==> config.mk <==
export PLATFORM = sky130hd
export DESIGN_NAME = fetch_unit
export DESIGN_NICKNAME = d
export VERILOG_FILES = /design/src/rtl/fetch_pkg.sv /design/src/rtl/fetch_fifo.sv /design/src/rtl/fetch_unit.sv
export SDC_FILE = /design/constraint.sdc
export NUM_CORES = 1
export LEC_CHECK = 0
export BUFFER_PORTS_ARGS = -buffer_cell sky130_fd_sc_hd__buf_4
export CORE_MARGIN = 8
export CORE_UTILIZATION = 35
export CTS_CLUSTER_DIAMETER = 80
export CTS_CLUSTER_SIZE = 30
export DETAILED_ROUTE_END_ITERATION = 10
export PLACE_DENSITY = 0.67
export SYNTH_ARGS = -nofsm -noshare
export SYNTH_HDL_FRONTEND = slang
export SYNTH_SLANG_ARGS = --single-unit
==> constraint.sdc <==
create_clock -name clk -period 3.6 [get_ports clk]
set_input_delay 0.54 -clock clk [delete_from_list [all_inputs] [get_ports clk]]
set_output_delay 0.54 -clock clk [all_outputs]
set_load 0.01 [all_outputs]
==> src/rtl/fetch_pkg.sv <==
// Shared definitions for the instruction fetch unit: data widths, PC step
// and the fetch FSM state encoding.
package fetch_pkg;

    localparam int unsigned INSTR_W = 32;
    localparam int unsigned PC_W    = 32;
    localparam int unsigned PC_STEP = 4;

    typedef enum logic [1:0] {
        IDLE = 2'd0,
        REQ  = 2'd1,
        WAIT = 2'd2,
        DROP = 2'd3
    } fetch_state_t;

endpackage

==> src/rtl/fetch_fifo.sv <==
// Instruction buffer for the fetch unit: power-of-two depth FIFO with a
// synchronous flush. The head entry is read straight out of the storage
// registers, so it is stable for the whole cycle after a push lands.
module fetch_fifo #(
    parameter int unsigned DEPTH = 2,
    parameter int unsigned WIDTH = 64
) (
    input  logic             clk,
    input  logic             rst_n,
    input  logic             flush,
    input  logic             push,
    input  logic [WIDTH-1:0] push_data,
    input  logic             pop,
    output logic [WIDTH-1:0] pop_data,
    output logic             full,
    output logic             empty
);

    localparam int unsigned AW    = $clog2(DEPTH);
    localparam int unsigned CNT_W = AW + 1;

    logic [WIDTH-1:0] mem_q [DEPTH];
    logic [AW-1:0]    wr_ptr_q;
    logic [AW-1:0]    rd_ptr_q;
    logic [CNT_W-1:0] count_q;
    logic             do_push;
    logic             do_pop;

    assign empty    = (count_q == '0);
    assign full     = (count_q == CNT_W'(DEPTH));
    assign do_pop   = pop && !empty;
    assign do_push  = push && (!full || do_pop);
    assign pop_data = mem_q[rd_ptr_q];

    // Storage, pointers and occupancy; flush discards everything at once
    always_ff @(posedge clk or negedge rst_n) begin
        if (!rst_n) begin
            wr_ptr_q <= '0;
            rd_ptr_q <= '0;
            count_q  <= '0;
            for (int unsigned i = 0; i < DEPTH; i++) begin
                mem_q[i] <= '0;
            end
        end else if (flush) begin
            wr_ptr_q <= '0;
            rd_ptr_q <= '0;
            count_q  <= '0;
        end else begin
            if (do_push) begin
                mem_q[wr_ptr_q] <= push_data;
                wr_ptr_q        <= wr_ptr_q + AW'(1);
            end
            if (do_pop) begin
                rd_ptr_q <= rd_ptr_q + AW'(1);
            end
            count_q <= count_q + CNT_W'(do_push) - CNT_W'(do_pop);
        end
    end

endmodule

==> src/rtl/fetch_unit.sv <==
// Instruction fetch unit: issues one word-aligned request at a time to the
// instruction memory, buffers responses with their addresses, and presents
// them to the decoder. Redirects flush the buffer and restart fetching.
// Optional build macro FETCH_PERF_CNT_EN adds the perf_fetch_cnt output.
module fetch_unit
    import fetch_pkg::*;
#(
    parameter logic [31:0] RESET_PC   = 32'h0000_0000,
    parameter int unsigned FIFO_DEPTH = 2
) (
    input  logic               clk,
    input  logic               rst_n,
    output logic               imem_req,
    output logic [PC_W-1:0]    imem_addr,
    input  logic               imem_gnt,
    input  logic               imem_rvalid,
    input  logic [INSTR_W-1:0] imem_rdata,
    output logic               instr_valid,
    input  logic               instr_ready,
    output logic [INSTR_W-1:0] instr,
    output logic [PC_W-1:0]    instr_pc,
    input  logic               redirect,
    input  logic [PC_W-1:0]    redirect_pc
`ifdef FETCH_PERF_CNT_EN
    ,
    output logic [31:0]        perf_fetch_cnt
`endif
);

    fetch_state_t          state_q;
    logic [PC_W-1:0]       pc_q;
    logic [PC_W-1:0]       redir_pc;
    logic                  fifo_push;
    logic                  fifo_pop;
    logic                  fifo_full;
    logic                  fifo_empty;
    logic [PC_W+INSTR_W-1:0] head_data;

    assign redir_pc    = redirect_pc & ~PC_W'(3);
    // imem_addr still holds the granted address while the response is awaited
    assign fifo_push   = (state_q == WAIT) && imem_rvalid && !redirect;
    assign fifo_pop    = instr_valid && instr_ready;
    assign instr_valid = !fifo_empty;
    assign {instr_pc, instr} = head_data;

    fetch_fifo #(
        .DEPTH (FIFO_DEPTH),
        .WIDTH (PC_W + INSTR_W)
    ) u_fifo (
        .clk       (clk),
        .rst_n     (rst_n),
        .flush     (redirect),
        .push      (fifo_push),
        .push_data ({imem_addr, imem_rdata}),
        .pop       (fifo_pop),
        .pop_data  (head_data),
        .full      (fifo_full),
        .empty     (fifo_empty)
    );

    // Fetch FSM with registered request outputs; redirect overrides all else.
    // A response arriving together with a redirect in DROP still ends DROP,
    // since that is the one outstanding response being waited for.
    always_ff @(posedge clk or negedge rst_n) begin
        if (!rst_n) begin
            state_q   <= IDLE;
            pc_q      <= RESET_PC;
            imem_req  <= 1'b0;
            imem_addr <= RESET_PC;
        end else begin
            unique case (state_q)
                IDLE: begin
                    if (redirect) begin
                        pc_q <= redir_pc;
                    end else if (!fifo_full) begin
                        imem_req  <= 1'b1;
                        imem_addr <= pc_q;
                        state_q   <= REQ;
                    end
                end
                REQ: begin
                    if (redirect) begin
                        pc_q     <= redir_pc;
                        imem_req <= 1'b0;
                        state_q  <= imem_gnt ? DROP : IDLE;
                    end else if (imem_gnt) begin
                        pc_q     <= pc_q + PC_W'(PC_STEP);
                        imem_req <= 1'b0;
                        state_q  <= WAIT;
                    end
                end
                WAIT: begin
                    if (redirect) begin
                        pc_q    <= redir_pc;
                        state_q <= imem_rvalid ? IDLE : DROP;
                    end else if (imem_rvalid) begin
                        state_q <= IDLE;
                    end
                end
                DROP: begin
                    if (redirect) begin
                        pc_q <= redir_pc;
                    end
                    if (imem_rvalid) begin
                        state_q <= IDLE;
                    end
                end
            endcase
        end
    end

`ifdef FETCH_PERF_CNT_EN
    // Count instructions handed to the decoder, wrapping at 2^32
    always_ff @(posedge clk or negedge rst_n) begin
        if (!rst_n) begin
            perf_fetch_cnt <= '0;
        end else if (fifo_pop) begin
            perf_fetch_cnt <= perf_fetch_cnt + 32'd1;
        end
    end
`endif

endmodule

* Yosys cells after proc, flatten, opt, wreduce, memory -nomap -nowiden
Cells that the tools add are included.
Widths: inputs -> output; s select.
** Operators by class
- Reductions and logical operators :: 21
- Bitwise operators :: 4
- $lt $le $gt $ge :: 3
- Muxes and demuxes :: 29
- Add/sub/neg operators :: 5
- Eq/ne operators :: 8
** Operators by type and width (number)
- $mux 64 :: 4
- $bwmux 128 :: 1
- $mux 32 :: 3
- $demux 64 s1 :: 1
- $pmux 32 s2 :: 1
- $add 32x3->32 const B :: 1
- $mux 2 :: 9
- $mux 1 :: 8
- $pmux 2 s4 :: 1
- $eq 2x2->1 const B :: 3
- $logic_and 1x1->1 :: 6
- $reduce_and 3->1 :: 2
- $reduce_bool 2->1 :: 3
- $ge 2x2->1 const B :: 2
- $logic_not 2->1 :: 2
- $ne 2x2->1 const B :: 2
- $not 1->2 :: 2
- $reduce_and 2->1 :: 2
- $reduce_and 4->1 :: 1
- $logic_not 1->1 :: 3
- $ne 3x3->1 const B :: 1
- $reduce_or 3->1 :: 1
- $add 1x1->1 const B :: 2
- $add 2x1->2 :: 1
- other kinds (7) :: 8
** Storage, ports and cells
- Word-level logic and storage cells :: 79
- Input port bits :: 70
- Register bits after elaboration :: 199
- Output and inout bits :: 98

* Depth between registers and ports, before layout
- Word-level depth :: 9
- Mapped depth :: 8

* Cells and area by module
A second synthesis with hierarchy kept.
** Unflattened totals
- Cell total of the unflattened synthesis :: 687
- Area, all modules :: 9228.9 um2
** Modules (own cells, without submodules)
- fetch_fifo :: area an instance 5979.5 um2, cells an instance 365, sequential area each 3303.2 um2, times used 1
- fetch_unit :: area an instance 3249.4 um2, cells an instance 322, sequential area each 1576.5 um2, times used 1

* Least setup slack after synthesis
No wires, ideal clock.
- Path kind :: input to register
- Start :: input port redirect
- End :: register u_fifo.mem_q[104] (netlist bit)
- Arrival time :: 1.835 ns
- Cell stages on the path :: 8
- Setup slack :: 1.638 ns
- Path through :: buf_2 > inv_2 > and4_1 > o21a_1 > nor2b_1 > buf_4 > buf_4 > mux2_1
** On the way
- Cells in the longest elaborated chain, start to end :: 4
- Elaborated cells between the ends (all ways) :: 5
** Ends and longest elaborated chain
- start: declaration :: line fetch_unit.sv:22 : input logic redirect,
- $logic_not 1->1 :: line fetch_unit.sv:41 : assign fifo_push = (state_q == WAIT) && imem_rvalid && !redirect;
- $logic_and 1x1->1 :: line fetch_unit.sv:41
- $logic_and 1x1->1 :: line fetch_fifo.sv:32 : assign do_push = push && (!full || do_pop);
- $reduce_and 2->1 (no source line) *
- end signal: indexed assignment :: line fetch_fifo.sv:50 : mem_q[wr_ptr_q] <= push_data;
- end: declaration :: line fetch_fifo.sv:22 : logic [WIDTH-1:0] mem_q [DEPTH];
Mark *: on every way between the ends. The rest lies on a longest branch, timed or not.
A chain may end at the register's enable or synchronous reset.

* Worst setup path in the final report
- Start :: register u_fifo.rd_ptr_q
- End :: output port instr[8]
** On the way
- Cells in the longest elaborated chain, start to end :: 4
** Ends and longest elaborated chain
- start: declaration :: line fetch_fifo.sv:24 : logic [AW-1:0] rd_ptr_q;
- start signal: assignment :: line fetch_fifo.sv:54 : rd_ptr_q <= rd_ptr_q + AW'(1);
- $not 1->2 (implied by the code) :: line fetch_fifo.sv:33 : assign pop_data = mem_q[rd_ptr_q];
- $mux 64 (implied by the code) (3 in a row) :: line fetch_fifo.sv:33
- end: declaration :: line fetch_unit.sv:20 : output logic [INSTR_W-1:0] instr,
Every way passes these cells. The select of a mux whose other input is x is not followed.

==> qor.csv <==
stage,metric,value,unit
outcome,status,completed,
synth,post-synthesis sequential area ratio,54.89,%
worst_setup_path,Worst path max stage delay,0.52,ns
synth,Yosys top cell by area,dfrtp_1,
routing,Initial DRC Count,422,
routing,Antenna Nets Post-Route,0,
routing,DRT Pass-1 Iters,5,
die,total core area,24390,um2
global_routing,vias in the first global route,6223,
run,max cap viols,0,
pwr,total power,0.008880,W
routing,DRC Markers,0,
clocking,Worst-Skew Late Latency,0.43,ns
global_routing,GRT overflow,0,
timing,Final Hold Slack,0.04513,ns
pwr,Pleak,5.041,nW
worst_setup_path,Critical Path RT,3.06,ns
die,Boundary Pins,168,
global_routing,first-pass GRT wire length,34.79,mm
synth,Synthesis Warnings,0,
clocking,clock buffer depth,2,
cells_and_area,area growth from synthesis to layout,25.19,%
synth,ys async rst share,100.0,%
placement,placed cells,1112,
cells_and_area,final std cells w/o fill,1144,
placement,IO buf count,161,
die,starting density of the core,35.70,%
clocking,CTS tree,built,
routing,DRT Wirelength,21.00,mm
timing,RSZ-0062 raised after global routing,no,
clocking,"CTS clk-pin slew, worst paths",0.08,ns
cells_and_area,layout cell share with drive strength beyond 1,46.59,%
synth,Synth top area share,54.89,%
synth,ys flop type,dfrtp_1,
timing,worst slew pin tran,0.5505,ns
global_routing,GR Util All Layers,14.19,%
synth,Area contributors post-synth,"dfrtp_1, mux2_2, mux2_1, nor2_1, a311oi_1",
worst_setup_path,CP Class,reg2out,
timing,Final Hold Vio Count,0,
die,row cnt,57,
synth,"EDFF count, synth",0,
cells_and_area,nets@finish,880,
cells_and_area,Layout fillers,2259,
worst_setup_path,"Cell Chain, Critical Path",buf_12 -> mux2_2 -> buf_4,
timing,Slew headroom,63.30,%
routing,WL per Instance,18.36,um
synth,register bit count reported by yosys,191,
clocking,CTS resizes,0,
timing,fmax,411.1,MHz
clocking,post-CTS setup buffer count,0,
worst_setup_path,Worst setup SP type,flip-flop,
global_routing,pin count of the biggest net entering global routing,101,
global_routing,initial antenna violation count,0,
timing,max-slew violations,0,
worst_setup_path,CP endpoint kind,primary output,
worst_setup_path,"Slowest-stage cell, CP",dfrtp_2,
worst_hold_path,worst min-delay path class,in2async,
timing,min Tclk post-route,2.432,ns
synth,Post-Syn Area,8707,um2
pwr,Max VDD drop,364.2,uV
timing,setup TNS after final layout,0,ns
clocking,Root Buffer Master,clkbuf_16,
timing,# setup viols final,0,
synth,Syn Inst Count,655,
timing,Final Cycle Share,67.57,%
worst_setup_path,Max Fanout on Critical Path,57,
synth,synth unique cells,57,
clocking,post-cts hold buffer count,0,
cells_and_area,# diodes,0,
die,die area,30180,um2
synth,"top cells by count, synth","dfrtp_1, mux2_2, mux2_1, nor2_1, nand2_1",
die,Chip Width,173.7,um
clocking,H-tree depth,4,
routing,vias per inst,5.067,
pwr,Pwr Density,814.6,nW/um2
routing,Vias,5797,
synth,top-count cell post-synth,dfrtp_1,
placement,hpwl dp,14.80,mm
synth,Avg Inst Size Synth,13.29,um2
die,die height,173.7,um
cells_and_area,"Core Util, Final",44.69,%
placement,routability cong.,0.7942,
clocking,TritonCTS Buffers,17,
worst_setup_path,CP arrival,1.89,ns
timing,Fin Clk Skew,0.01414,ns
clocking,clock sinks,191,
[routing by layer]
layer	vias to the layer above	track usage, %	share of wire (%)
li1	2681	-	-
met1	2924	19.50	47
met2	171	21.89	46
met3	21	3.681	5.8
met4	0	3.598	1.1
met5	-	0	0
[registers in the layout (all words and copies together), names as in the netlist]
name	flops
u_fifo.mem_q	124
imem_addr	30
pc_q	30
state_q	2
u_fifo.count_q	2
imem_req	1
u_fifo.rd_ptr_q	1
u_fifo.wr_ptr_q	1
[cells in the final DEF (no fill, tap or decap), types with 7 or more instances in the layout]
cell type and instances:
nor2_1 29, mux2_2 157, inv_1 15, a311oi_1 10
o21ai_0 11, nor3_1 9, nand3_1 13, clkbuf_16 17
mux2_1 59, o22ai_1 7, dfrtp_1 190, and3_1 7
a21oi_1 8, buf_4 167, nand2_1 15
[cell type report]
cell class / instances / area (um2) / share of cell area [%]
clock buffer: 17 / 425.4 / 3.903
inverter: 17 / 63.81 / 0.5854
multi-input combinational: 408 / 3677 / 33.73
tap: 324 / 405.4 / 3.719
sequential: 191 / 4781 / 43.86
timing repair buffer: 172 / 1348 / 12.36
clock inverter: 15 / 200.2 / 1.837
[report_power, final]
group / switching (W) / internal (W)
logic: 0.00140 / 0.00192
registers: 0.000587 / 0.00298
clock network: 0.000872 / 0.00112
[through the flow]
step	cell area, um2	worst slack, ns
finish	10900	1.168
global route	10900	1.101
CTS	10900	1.126
detailed placement	10270	0.7821
global placement	10270	0.8278
floorplan	8718	1.638
[final timing paths]
| kind | to | start | slack, ns | cells past startpoint |
|---|---|---|---|---|
| max | instr[8] | u_fifo.rd_ptr_q | 1.17 | 3 |
| min | u_fifo.mem_q[88] | rst_n | 0.05 | 1 |
| max reg2reg | u_fifo.mem_q[116] | state_q[1] | 1.54 | 5 |
| min reg2reg | u_fifo.mem_q[106] | u_fifo.mem_q[106] | 0.48 | 1 |
| max in group asynchronous | pc_q[30] | rst_n | 2.67 | 2 |
| min in group clk | u_fifo.mem_q[86] | imem_rdata[22] | 0.33 | 2 |
[logic make-up after synthesis]
logic type / share of synthesized area (%)
adder cells (fa/ha/maj): 0.4311
AO/OA/AOI/OAI: 5.331
multiplexers: 28.05
buffers and inverters: 3.233
other: 0.04307
AND/OR/NAND/NOR: 7.616
XOR/XNOR: 0.4024
flip-flops: 54.89
[critical path: cells and delay by family (launching register included)]
family	cells	cell delay, ns
buf+inv	2	0.51
flops	1	0.52
mux	1	0.40
(Power assumes the default switching activity.)
